### src/rtl/game_pkg.sv
// Shared game definitions: sprite frame codes, map geometry,
// boss FSM encoding and small map helpers.
package game_pkg;

  localparam int unsigned MAP_X0 = 60;
  localparam int unsigned MAP_Y0 = 30;
  localparam int unsigned CELL   = 5;
  localparam int unsigned SPRITE = 10;

  typedef enum logic [3:0] {
    UP1, UP2, UP3,
    RIGHT1, RIGHT2, RIGHT3,
    LEFT1, LEFT2, LEFT3,
    DOWN1, DOWN2, DOWN3
  } frame_e;

  typedef enum logic [2:0] {
    S_IDLE, S_WAIT, S_PICK, S_LOOK_A,
    S_LOOK_B, S_COMMIT, S_CAUGHT
  } state_e;

  function automatic logic [5:0] cell_of(
    input logic [10:0] p,
    input int unsigned org
  );
    logic [10:0] t;
    t = p - 11'(org);
    return 6'(t / 11'(CELL));
  endfunction

  // axy=1 selects the y axis, neg=1 a step toward smaller coordinates
  function automatic logic [3:0] base_of(
    input logic axy,
    input logic neg
  );
    logic [3:0] b;
    unique case ({axy, neg})
      2'b00: b = 4'(RIGHT1);
      2'b01: b = 4'(LEFT1);
      2'b10: b = 4'(DOWN1);
      default: b = 4'(UP1);
    endcase
    return b;
  endfunction

endpackage

### src/rtl/move_tick_gen.sv
// Move-attempt tick divider; BOSS_SPEEDUP_EN halves the period
// once all three keys are held and restarts the count on key change.
module move_tick_gen #(
  parameter int unsigned TICK_DIV = 4194304
) (
  input  logic       clk_i,
  input  logic       rst_ni,
  input  logic       en_i,
  input  logic [1:0] key_find_i,
  output logic       tick_o
);

  logic [31:0] cnt_q, cnt_d, last;
  logic        clr;

`ifdef BOSS_SPEEDUP_EN
  logic [1:0] key_q;

  always_ff @(posedge clk_i) begin
    if (!rst_ni) key_q <= '0;
    else         key_q <= key_find_i;
  end

  assign last = (key_find_i == 2'd3) ?
                32'(TICK_DIV / 2 - 1) :
                32'(TICK_DIV - 1);
  assign clr  = key_q != key_find_i;
`else
  logic unused_key;
  assign unused_key = ^key_find_i;
  assign last = 32'(TICK_DIV - 1);
  assign clr  = 1'b0;
`endif

  assign tick_o = en_i && !clr && (cnt_q >= last);

  always_comb begin
    cnt_d = cnt_q + 32'd1;
    if (!en_i || clr || tick_o) cnt_d = '0;
  end

  always_ff @(posedge clk_i) begin
    if (!rst_ni) cnt_q <= '0;
    else         cnt_q <= cnt_d;
  end

endmodule

### src/rtl/boss_chase_ctrl.sv
// Stage-3 boss chaser: steps toward the player each tick after two
// wall-map lookups. Optional BOSS_SPEEDUP_EN lives in move_tick_gen.
module boss_chase_ctrl
  import game_pkg::*;
#(
  parameter int unsigned TICK_DIV   = 4194304,
  parameter int unsigned START_X    = 240,
  parameter int unsigned START_Y    = 185,
  parameter int unsigned CATCH_DIST = 8
) (
  input  logic       clk,
  input  logic       rst_n,
  input  logic       enable,
  input  logic [8:0] player_x,
  input  logic [8:0] player_y,
  input  logic [1:0] key_find,
  output logic       map_req,
  output logic [5:0] map_row,
  output logic [5:0] map_col,
  input  logic       map_ack,
  input  logic       map_wall,
  output logic [8:0] boss_x,
  output logic [8:0] boss_y,
  output logic [3:0] boss_state,
  output logic       caught
);

  state_e      state_q, state_d;
  logic [8:0]  bx_q, bx_d, by_q, by_d;
  logic [3:0]  st_q, st_d;
  logic        req_q, req_d, caught_q, caught_d;
  logic [5:0]  row_q, row_d, col_q, col_d;
  logic [10:0] nx_q, nx_d, ny_q, ny_d;
  logic        axy_q, axy_d, neg_q, neg_d;
  logic        snz_q, snz_d, sneg_q, sneg_d;
  logic        retry_q, retry_d, wa_q, wa_d;
  logic        blk_q, blk_d, null_q, null_d;
  logic        tick;

  logic signed [9:0] dx, dy;
  logic [9:0]  adx, ady;
  logic        pick_y, pick_neg, pick_null;
  logic        c_axy, c_neg;
  logic [10:0] c_step, cx, cy;
  logic        cand_bad, mv_ok, do_retry, catch_hit;
  logic [8:0]  cbx, cby;
  logic [3:0]  dir_b;

  function automatic logic near(
    input logic [8:0] a,
    input logic [8:0] b
  );
    logic [8:0] d;
    d = (a > b) ? a - b : b - a;
    return 32'(d) < CATCH_DIST;
  endfunction

  move_tick_gen #(.TICK_DIV(TICK_DIV)) u_tick (
    .clk_i      (clk),
    .rst_ni     (rst_n),
    .en_i       (enable),
    .key_find_i (key_find),
    .tick_o     (tick)
  );

  assign dx = $signed({1'b0, player_x} - {1'b0, bx_q});
  assign dy = $signed({1'b0, player_y} - {1'b0, by_q});
  assign adx = dx[9] ? 10'(-dx) : 10'(dx);
  assign ady = dy[9] ? 10'(-dy) : 10'(dy);
  assign pick_y    = ady > adx;
  assign pick_neg  = pick_y ? dy[9] : dx[9];
  assign pick_null = (dx == 10'sd0) && (dy == 10'sd0);

  // candidate for the primary (in PICK) or secondary (in COMMIT) axis
  assign c_axy  = (state_q == S_PICK) ? pick_y : ~axy_q;
  assign c_neg  = (state_q == S_PICK) ? pick_neg : sneg_q;
  assign c_step = c_neg ? 11'h7FF : 11'd1;
  assign cx = {2'b0, bx_q} + (c_axy ? 11'd0 : c_step);
  assign cy = {2'b0, by_q} + (c_axy ? c_step : 11'd0);

  assign cand_bad = nx_q[10] | ny_q[10] |
                    (nx_q < 11'(MAP_X0)) |
                    (ny_q < 11'(MAP_Y0));
  assign mv_ok    = !null_q && !blk_q;
  assign do_retry = !null_q && blk_q && !retry_q && snz_q;
  assign cbx = (mv_ok && !axy_q) ? nx_q[8:0] : bx_q;
  assign cby = (mv_ok &&  axy_q) ? ny_q[8:0] : by_q;
  assign catch_hit = near(player_x, cbx) && near(player_y, cby);
  assign dir_b = base_of(axy_q, neg_q);

  always_ff @(posedge clk) begin
    if (!rst_n || !enable) begin
      state_q  <= S_IDLE;
      bx_q     <= 9'(START_X);
      by_q     <= 9'(START_Y);
      st_q     <= 4'(RIGHT1);
      req_q    <= 1'b0;
      caught_q <= 1'b0;
      row_q    <= '0;
      col_q    <= '0;
      nx_q     <= '0;
      ny_q     <= '0;
      axy_q    <= 1'b0;
      neg_q    <= 1'b0;
      snz_q    <= 1'b0;
      sneg_q   <= 1'b0;
      retry_q  <= 1'b0;
      wa_q     <= 1'b0;
      blk_q    <= 1'b0;
      null_q   <= 1'b0;
    end else begin
      state_q  <= state_d;
      bx_q     <= bx_d;
      by_q     <= by_d;
      st_q     <= st_d;
      req_q    <= req_d;
      caught_q <= caught_d;
      row_q    <= row_d;
      col_q    <= col_d;
      nx_q     <= nx_d;
      ny_q     <= ny_d;
      axy_q    <= axy_d;
      neg_q    <= neg_d;
      snz_q    <= snz_d;
      sneg_q   <= sneg_d;
      retry_q  <= retry_d;
      wa_q     <= wa_d;
      blk_q    <= blk_d;
      null_q   <= null_d;
    end
  end

  always_comb begin
    state_d = state_q;
    unique case (state_q)
      S_IDLE: state_d = S_WAIT;
      S_WAIT: if (tick) state_d = S_PICK;
      S_PICK: state_d = pick_null ? S_COMMIT : S_LOOK_A;
      S_LOOK_A: begin
        if (!req_q && cand_bad)    state_d = S_COMMIT;
        else if (req_q && map_ack) state_d = S_LOOK_B;
      end
      S_LOOK_B: if (req_q && map_ack) state_d = S_COMMIT;
      S_COMMIT: begin
        if (do_retry)       state_d = S_LOOK_A;
        else if (catch_hit) state_d = S_CAUGHT;
        else                state_d = S_WAIT;
      end
      S_CAUGHT: state_d = S_CAUGHT;
      default:  state_d = S_IDLE;
    endcase
  end

  always_comb begin
    bx_d = bx_q; by_d = by_q; st_d = st_q;
    req_d = req_q; caught_d = caught_q;
    row_d = row_q; col_d = col_q;
    nx_d = nx_q; ny_d = ny_q;
    axy_d = axy_q; neg_d = neg_q;
    snz_d = snz_q; sneg_d = sneg_q;
    retry_d = retry_q; wa_d = wa_q;
    blk_d = blk_q; null_d = null_q;
    unique case (state_q)
      S_PICK: begin
        nx_d    = cx;
        ny_d    = cy;
        axy_d   = pick_y;
        neg_d   = pick_neg;
        snz_d   = pick_y ? (dx != 10'sd0) : (dy != 10'sd0);
        sneg_d  = pick_y ? dx[9] : dy[9];
        retry_d = 1'b0;
        blk_d   = 1'b0;
        null_d  = pick_null;
      end
      S_LOOK_A: begin
        if (!req_q) begin
          if (cand_bad) begin
            blk_d = 1'b1;
          end else begin
            req_d = 1'b1;
            row_d = cell_of(ny_q, MAP_Y0);
            col_d = cell_of(nx_q, MAP_X0);
          end
        end else if (map_ack) begin
          req_d = 1'b0;
          wa_d  = map_wall;
        end
      end
      S_LOOK_B: begin
        if (!req_q) begin
          req_d = 1'b1;
          row_d = cell_of(ny_q + 11'(SPRITE), MAP_Y0);
          col_d = cell_of(nx_q + 11'(SPRITE), MAP_X0);
        end else if (map_ack) begin
          req_d = 1'b0;
          blk_d = wa_q | map_wall;
        end
      end
      S_COMMIT: begin
        if (do_retry) begin
          retry_d = 1'b1;
          axy_d   = ~axy_q;
          neg_d   = sneg_q;
          nx_d    = cx;
          ny_d    = cy;
          blk_d   = 1'b0;
        end else begin
          bx_d     = cbx;
          by_d     = cby;
          caught_d = catch_hit;
          // a blocked step still turns the sprite to face the attempt
          if (null_q)
            st_d = 4'((st_q / 4'd3) * 4'd3);
          else if (mv_ok)
            st_d = (st_q == dir_b + 4'd1) ? dir_b + 4'd2
                                          : dir_b + 4'd1;
          else
            st_d = dir_b;
        end
      end
      default: ;
    endcase
  end

  assign map_req    = req_q;
  assign map_row    = row_q;
  assign map_col    = col_q;
  assign boss_x     = bx_q;
  assign boss_y     = by_q;
  assign boss_state = st_q;
  assign caught     = caught_q;

endmodule

### config.mk
export PLATFORM = sky130hd
export DESIGN_NAME = boss_chase_ctrl
export DESIGN_NICKNAME = d
export VERILOG_FILES = /design/src/rtl/game_pkg.sv /design/src/rtl/move_tick_gen.sv /design/src/rtl/boss_chase_ctrl.sv
export SDC_FILE = /design/constraint.sdc
export NUM_CORES = 1
export LEC_CHECK = 0
export ABC_CLOCK_PERIOD_IN_PS = 10200
export BUFFER_PORTS_ARGS = -buffer_cell sky130_fd_sc_hd__buf_2
export CORE_UTILIZATION = 65
export DETAILED_ROUTE_END_ITERATION = 10
export PLACE_DENSITY = 0.84
export SETUP_SLACK_MARGIN = 0.02
export SYNTH_ARGS = -nofsm -noshare
export SYNTH_HDL_FRONTEND = slang
export SYNTH_SLANG_ARGS = --single-unit
### constraint.sdc
create_clock -name clk -period 10.2 [get_ports clk]
set_input_delay 0.51 -clock clk [delete_from_list [all_inputs] [get_ports clk]]
set_output_delay 0.51 -clock clk [all_outputs]
set_load 0.02 [all_outputs]
== Yosys cells after proc, flatten, opt, wreduce, memory -nomap -nowiden ==
Index checks and enable logic that the tools add are counted.

* Input port bits: 25
* Memories kept: 0
* Latch bits: 0
* Output and inout port bits: 36
* Memory bits (read-only): 0
* Memory bits (writable): 0
* Bits in registers: 101
* Logic and storage cells: 169

* Shift operators: 0
* Multiplexer cells: 55
* Bitwise gates (word level): 7
* Multiply operators: 1
* $add $sub $neg: 19
* Div/mod/pow operators: 5
* Magnitude comparators: 8
* Reduce and logical (&&, ||, !) cells: 36
* Equal/unequal tests: 19

{| class="wikitable"
|+ Operators with widths
! cell !! number
|-
| 2-to-1 mux 11 bit || 5
|-
| divider 11 x 3 -> 11 bit, second input constant || 4
|-
| one-hot mux 11 bit (2 select lines) || 2
|-
| 2-to-1 mux 6 bit || 6
|-
| 2-to-1 mux 9 bit || 4
|-
| subtractor 9 bit || 4
|-
| adder 32 x 1 -> 32 bit, second input constant || 1
|-
| greater-or-equal comparator 32 x 22 -> 1 bit, second input constant || 1
|-
| one-hot mux 6 bit (2 select lines) || 2
|-
| adder 11 x 4 -> 11 bit, second input constant || 2
|-
| adder 9 x 11 -> 11 bit || 2
|-
| subtractor 11 x 5 -> 11 bit, second input constant || 2
|-
| subtractor 11 x 6 -> 11 bit, second input constant || 2
|-
| 2-to-1 mux 3 bit || 7
|-
| one-hot mux 3 bit (7 select lines) || 1
|-
| zero test 10 bit || 2
|-
| 2-to-1 mux 10 bit || 2
|-
| negator 10 bit || 2
|-
| nonzero test 10 bit || 2
|-
| subtractor 9 x 9 -> 10 bit || 2
|-
| > comparator 9 bit || 2
|-
| < comparator 9 x 4 -> 1 bit, second input constant || 2
|-
| 2-to-1 mux 1 bit || 17
|-
| != test 2 bit, second input constant || 8
|-
| other kinds (33) || 66
|}

== Longest topological paths before layout ==
* Depth in word-level cells: 11
* Gate-level depth with buffers: 38
* Depth with buffers taken out: 38

== Hierarchy ==
From an unflattened synthesis, not the netlist that was laid out.

* Cells, all modules: 1,408
* Area, all modules: 10,625.2 µm²

{| class="wikitable"
|+ By module, submodules not included
! module !! sequential area each (µm²) !! instances !! cells an instance !! area an instance (µm²)
|-
| boss_chase_ctrl || 1,381.3 || 1 || 1,274 || 9,410.3
|-
| move_tick_gen || 640.6 || 1 || 134 || 1,214.9
|}

== Least setup slack after synthesis ==
No wires, ideal clock.

* Path kind: reg2reg
* Start: register bx_q[1] (netlist: boss_x[1])
* End: register nx_q[9]
* Data required time: 10.130 ns
* Setup slack: 3.085 ns
* Setup time: 0.070 ns
* Arrival time: 7.045 ns
* Cell stages (with the launch flop): 39
* Period minus slack after synthesis: 7.115 ns
* Buffers on the path: 1
* Cell sequence: dfxtp_1 inv_1 ha_1 nor2b_1 o21ai_0 a21boi_0 o21ai_0 a21boi_0 o21ai_0 a21boi_0 o21a_1 nor2_1 clkbuf_1 nand2_1 xor2_1 ha_1 a21o_1 a21o_1 [3 not listed] nor2_1 a21oi_1 inv_1 a211oi_1 ha_1 a21o_1 a21o_1 a21o_1 a21oi_1 o21bai_1 a21oi_1 inv_1 a21oi_1 nor2_1 nor2_1 xnor2_1 nand2_1 a21oi_1

* Longest elaborated chain between the ends: 11
* Elaborated cells on any way between the ends: 12
* Classes of those cells: add/sub: 3; order compare: 1; mux: 8

{| class="wikitable"
|+ Ends and longest elaborated chain
! what !! RTL line !! text
|-
| start: declaration || boss_chase_ctrl.sv:29 || <nowiki>logic [8:0] bx_q, bx_d, by_q, by_d;</nowiki>
|-
| start signal: assignment || boss_chase_ctrl.sv:94 || <nowiki>bx_q <= 9'(START_X);</nowiki>
|-
| subtractor 9 x 9 -> 10 bit || boss_chase_ctrl.sv:66 || <nowiki>assign dx = $signed({1'b0, player_x} - {1'b0, bx_q});</nowiki>
|-
| negator 10 bit || boss_chase_ctrl.sv:68 || <nowiki>assign adx = dx[9] ? 10'(-dx) : 10'(dx);</nowiki>
|-
| 2-to-1 mux 10 bit || boss_chase_ctrl.sv:68 ||
|-
| > comparator 10 bit || boss_chase_ctrl.sv:70 || <nowiki>assign pick_y = ady > adx;</nowiki>
|-
| 2-to-1 mux 1 bit || boss_chase_ctrl.sv:71 || <nowiki>assign pick_neg = pick_y ? dy[9] : dx[9];</nowiki>
|-
| 2-to-1 mux 1 bit || boss_chase_ctrl.sv:76 || <nowiki>assign c_neg = (state_q == S_PICK) ? pick_neg : sneg_q;</nowiki>
|-
| 2-to-1 mux 11 bit || boss_chase_ctrl.sv:77 || <nowiki>assign c_step = c_neg ? 11'h7FF : 11'd1;</nowiki>
|-
| 2-to-1 mux 11 bit || boss_chase_ctrl.sv:78 || <nowiki>assign cx = {2'b0, bx_q} + (c_axy ? 11'd0 : c_step);</nowiki>
|-
| adder 9 x 11 -> 11 bit (*) || boss_chase_ctrl.sv:78 ||
|-
| 2-to-1 mux 11 bit || boss_chase_ctrl.sv:200 || <nowiki>if (do_retry) begin</nowiki>
|-
| one-hot mux 11 bit (2 select lines) (*) || boss_chase_ctrl.sv:163 || <nowiki>unique case (state_q)</nowiki>
|-
| end signal: assignment || boss_chase_ctrl.sv:120 || <nowiki>nx_q <= nx_d;</nowiki>
|-
| end: declaration || boss_chase_ctrl.sv:33 || <nowiki>logic [10:0] nx_q, nx_d, ny_q, ny_d;</nowiki>
|}

Mark *: on every way between the ends. The rest lies on a longest branch, timed or not. The select of a mux whose other input is x is not followed.
A chain may end at the register's enable or synchronous reset.

== Final worst setup path ==
Ends and elaborated chain as after synthesis.

==> summary.md <==
| Metric | Value |
|---|---|
| CTS Sinks | `101` |
| Relative slew slack | `26.1%` |
| Post-CTS Setup Inserts | `0` |
| ANT nets after route | `0` |
| Routed vias | `10100` |
| Core footprint | `15800 um2` |
| Layout area overhead | `6.27%` |
| CTS tree | `yes` |
| RSZ-0062 raised after global routing | `no` |
| IO Port Bufs | `58` |
| Leakage | `4.73 nW` |
| Clock power share | `35.1%` |
| Pin count of the biggest net entering global routing | `52` |
| Total Power | `0.957 mW` |
| Cell Rows | `46` |
| Initial core utilization | `66.3%` |
| CTS H-tree depth | `3` |
| Final worst-path cycle share | `73.4%` |
| GRT Residual Overflow | `0` |
| Synth Cell Area | `10500 um2` |
| Synth cell count leaders | `nor2_1 (146), nand2_1 (123), inv_1 (110)` |
| First-pass GRT wire length | `41600 um` |
| Max Clk Rate | `0.133 GHz` |
| Seq pwr share | `42.0%` |
| Psw | `0.300 mW` |
| Most used cell along the critical path | `a21oi_1` |
| Resize count post-CTS | `0` |
| Ranking of synthesized cells by area | `dfxtp_1 (19%), ha_1 (13%), xnor2_1 (5.3%)` |
| Req. time, crit path | `10.48 ns` |
| Vias/cell | `6.17` |
| CP Capture Type | `flop` |
| Ys Warns | `0` |
| Critical Path Fanout Max | `12` |
| Clk_lat worst skew | `0.35 ns` |
| Total Wirelength | `25200 um` |
| Root buf cell | `clkbuf_16` |
| Slowest-stage cell, CP | `nor2_1` |
| Hold Fails Final Rpt | `0` |
| Number of global-route vias before repair | `9025` |
| Layout cell share with drive strength beyond 1 | `9.32%` |
| Most common cell in the synthesized netlist | `nor2_1` |
| Critical path buffer and inverter count | `4` |
| Maximum clock path buffer count | `2` |
| Residual DRC | `0` |
| Post-synth EDFFs | `0` |
| Post-DP HPWL | `19100 um` |
| Measured slew at the worst slew-check pin | `1.11 ns` |
| Final setup TNS | `0 ns` |
| Post-synthesis async set-or-reset flop share | `0%` |
| Gate Count Post-Synth | `1387` |
| Worst-path clk slew | `0.07 ns` |
| Seq/Total Area, Yosys | `19.3%` |
| Kind of cell adding the most delay to the critical path | `compound AO/OA/AOI/OAI gates` |
| # IOs | `61` |
| Drt pass-1 iters | `6` |
| # Max-Cap Violations | `0` |
| Max incr delay on CP | `0.58 ns` |
| Gp weighted congestion | `0.902` |
| DRC violation total after the first TritonRoute iteration | `821` |
| Average size of a mapped cell | `7.54 um2` |
| Gate power share | `22.9%` |
| Max-slew violation count | `0` |
| Flop and latch count out of synthesis | `101` |
| Sw frac | `31.4%` |
| DIE AREA | `16600 um2` |
| Antenna Cells | `0` |
| Count of cell types in the netlist | `97` |
| Hold buffer count at CTS | `0` |
| Skew final | `0.0102 ns` |
| Setup crit start kind | `flop` |
| TritonCTS buffer count | `9` |
| CP arrival | `7.77 ns` |
| GRT Total Usage | `30.5%` |
| Period minus WS final | `7.49 ns` |
| Power per Cell Area | `86.1 nW/um2` |
| Crit Path Class | `reg2reg` |
| Internal | `0.657 mW` |
| Nets | `1547` |
| Routed len/inst | `15.4 um` |
| Hold Path Class | `in2reg` |
| Die X | `129 um` |
| Antenna violations before repair | `0` |
| Die height | `129 um` |
| Area leader, netlist | `dfxtp_1` |
| Status | `finished clean` |
| Final setup vio count | `0` |
| Area share of the largest cell type after synthesis | `19.3%` |
| Worst VDD drop | `0.111 mV` |
| Most used DFF post-synth | `dfxtp_1` |
-- layer usage --
| layer | track usage (%) | up-vias | share of wire, % |
|---|---|---|---|
| met3 | 3.53 | 52 | 5.0 |
| met2 | 53.1 | 336 | 48 |
| li1 | - | 5032 | - |
| met1 | 39.1 | 4650 | 45 |
| met4 | 9.69 | 0 | 2.5 |
| met5 | 0 | - | 0 |
-- registers in the layout, summed over array words and instances (netlist names), 3 cells and up --
signal        count
u_tick.cnt_q     32
boss_y            9
nx_q             11
boss_x            9
map_col           6
state_q           3
boss_state        4
map_row           6
ny_q             11
-- logic make-up (layout without fill, tap and decap cells) --
logic type | count (synthesis) | in the layout | share of synthesized area, %
compound gates | 387 | 387 | 26.0
xor+xnor | 92 | 92 | 7.71
fa+ha+maj | 110 | 110 | 13.5
buf+inv | 171 | 191 | 6.66
flops | 101 | 101 | 19.3
mux | 43 | 43 | 4.45
other cells | 1 | 10 | 0.0359
simple gates | 482 | 482 | 22.3
-- worst paths after layout --
kind,start,end,slack (ns),cells after the start
worst max-delay path,boss_x[1]$_SDFFE_PP0P_,nx_q[9]$_SDFFE_PP0P_,2.71,38
worst min register to register,caught$_SDFFE_PP0P_,caught$_SDFFE_PP0P_,0.47,2
worst min-delay path,map_wall,wa_q$_SDFFE_PP0P_,0.45,3
worst max register to register,boss_x[1]$_SDFFE_PP0P_,nx_q[9]$_SDFFE_PP0P_,2.71,38
-- layout by cell type, fill, tap and decap left out, types with 22 or more instances in the layout --
master    Yosys  layout
nor2_1      146     146
inv_1       110     110
o211ai_1     27      27
mux2i_1      30      30
dfxtp_1     101     101
a21o_1       23      23
nor3_1       31      30
a211oi_1     26      26
xor2_1       29      29
o21ai_0      69      69
ha_1        105     105
xnor2_1      63      63
buf_2         8      58
nor2b_1      22      22
a21oi_1      98      98
nand2_1     123     122
nand3_1      43      43
-- per-stage QoR --
| step | area (um2) | worst slack, ns | utilization (%) | hold WS (ns) | instances |
|---|---|---|---|---|---|
| after floorplan | 10500 | 3.08 | - | 0.430 | 1396 |
| after global placement | 10800 | 3.04 | 68.7 | 0.442 | 1617 |
| after detailed placement | 10800 | 2.77 | 68.7 | 0.453 | 1617 |
| after CTS | 11100 | 2.87 | 70.5 | 0.436 | 1632 |
| after global routing | 11100 | 2.04 | 70.5 | 0.449 | 1632 |
| final | 11100 | 2.71 | 70.5 | 0.448 | 1632 |
-- power groups by stage --
stage	clock network, mW	logic (mW)	registers (mW)
final	0.336	0.219	0.402
after global placement	0	0.206	0.411
after CTS	0.339	0.215	0.402
after floorplan	0	0.171	0.408
after global routing	0.355	0.244	0.403
after detailed placement	0	0.213	0.411
-- cell type report --
cell class / instances / area [um2]
fillers: 1327 / 4660
clock buffers: 9 / 225
flip-flops and latches: 101 / 2020
clock inverters: 6 / 52.6
inverters: 110 / 413
multi-input cells: 1124 / 7780
well taps: 216 / 270
repair buffers: 66 / 350
-- worst min-delay path: cells and delay by family --
family	cells	cell delay [ns]
buf+inv	1	0.11
simple gates	1	0.07
compound gates	1	0.06
No activity file was read; power rests on OpenSTA's default activity.
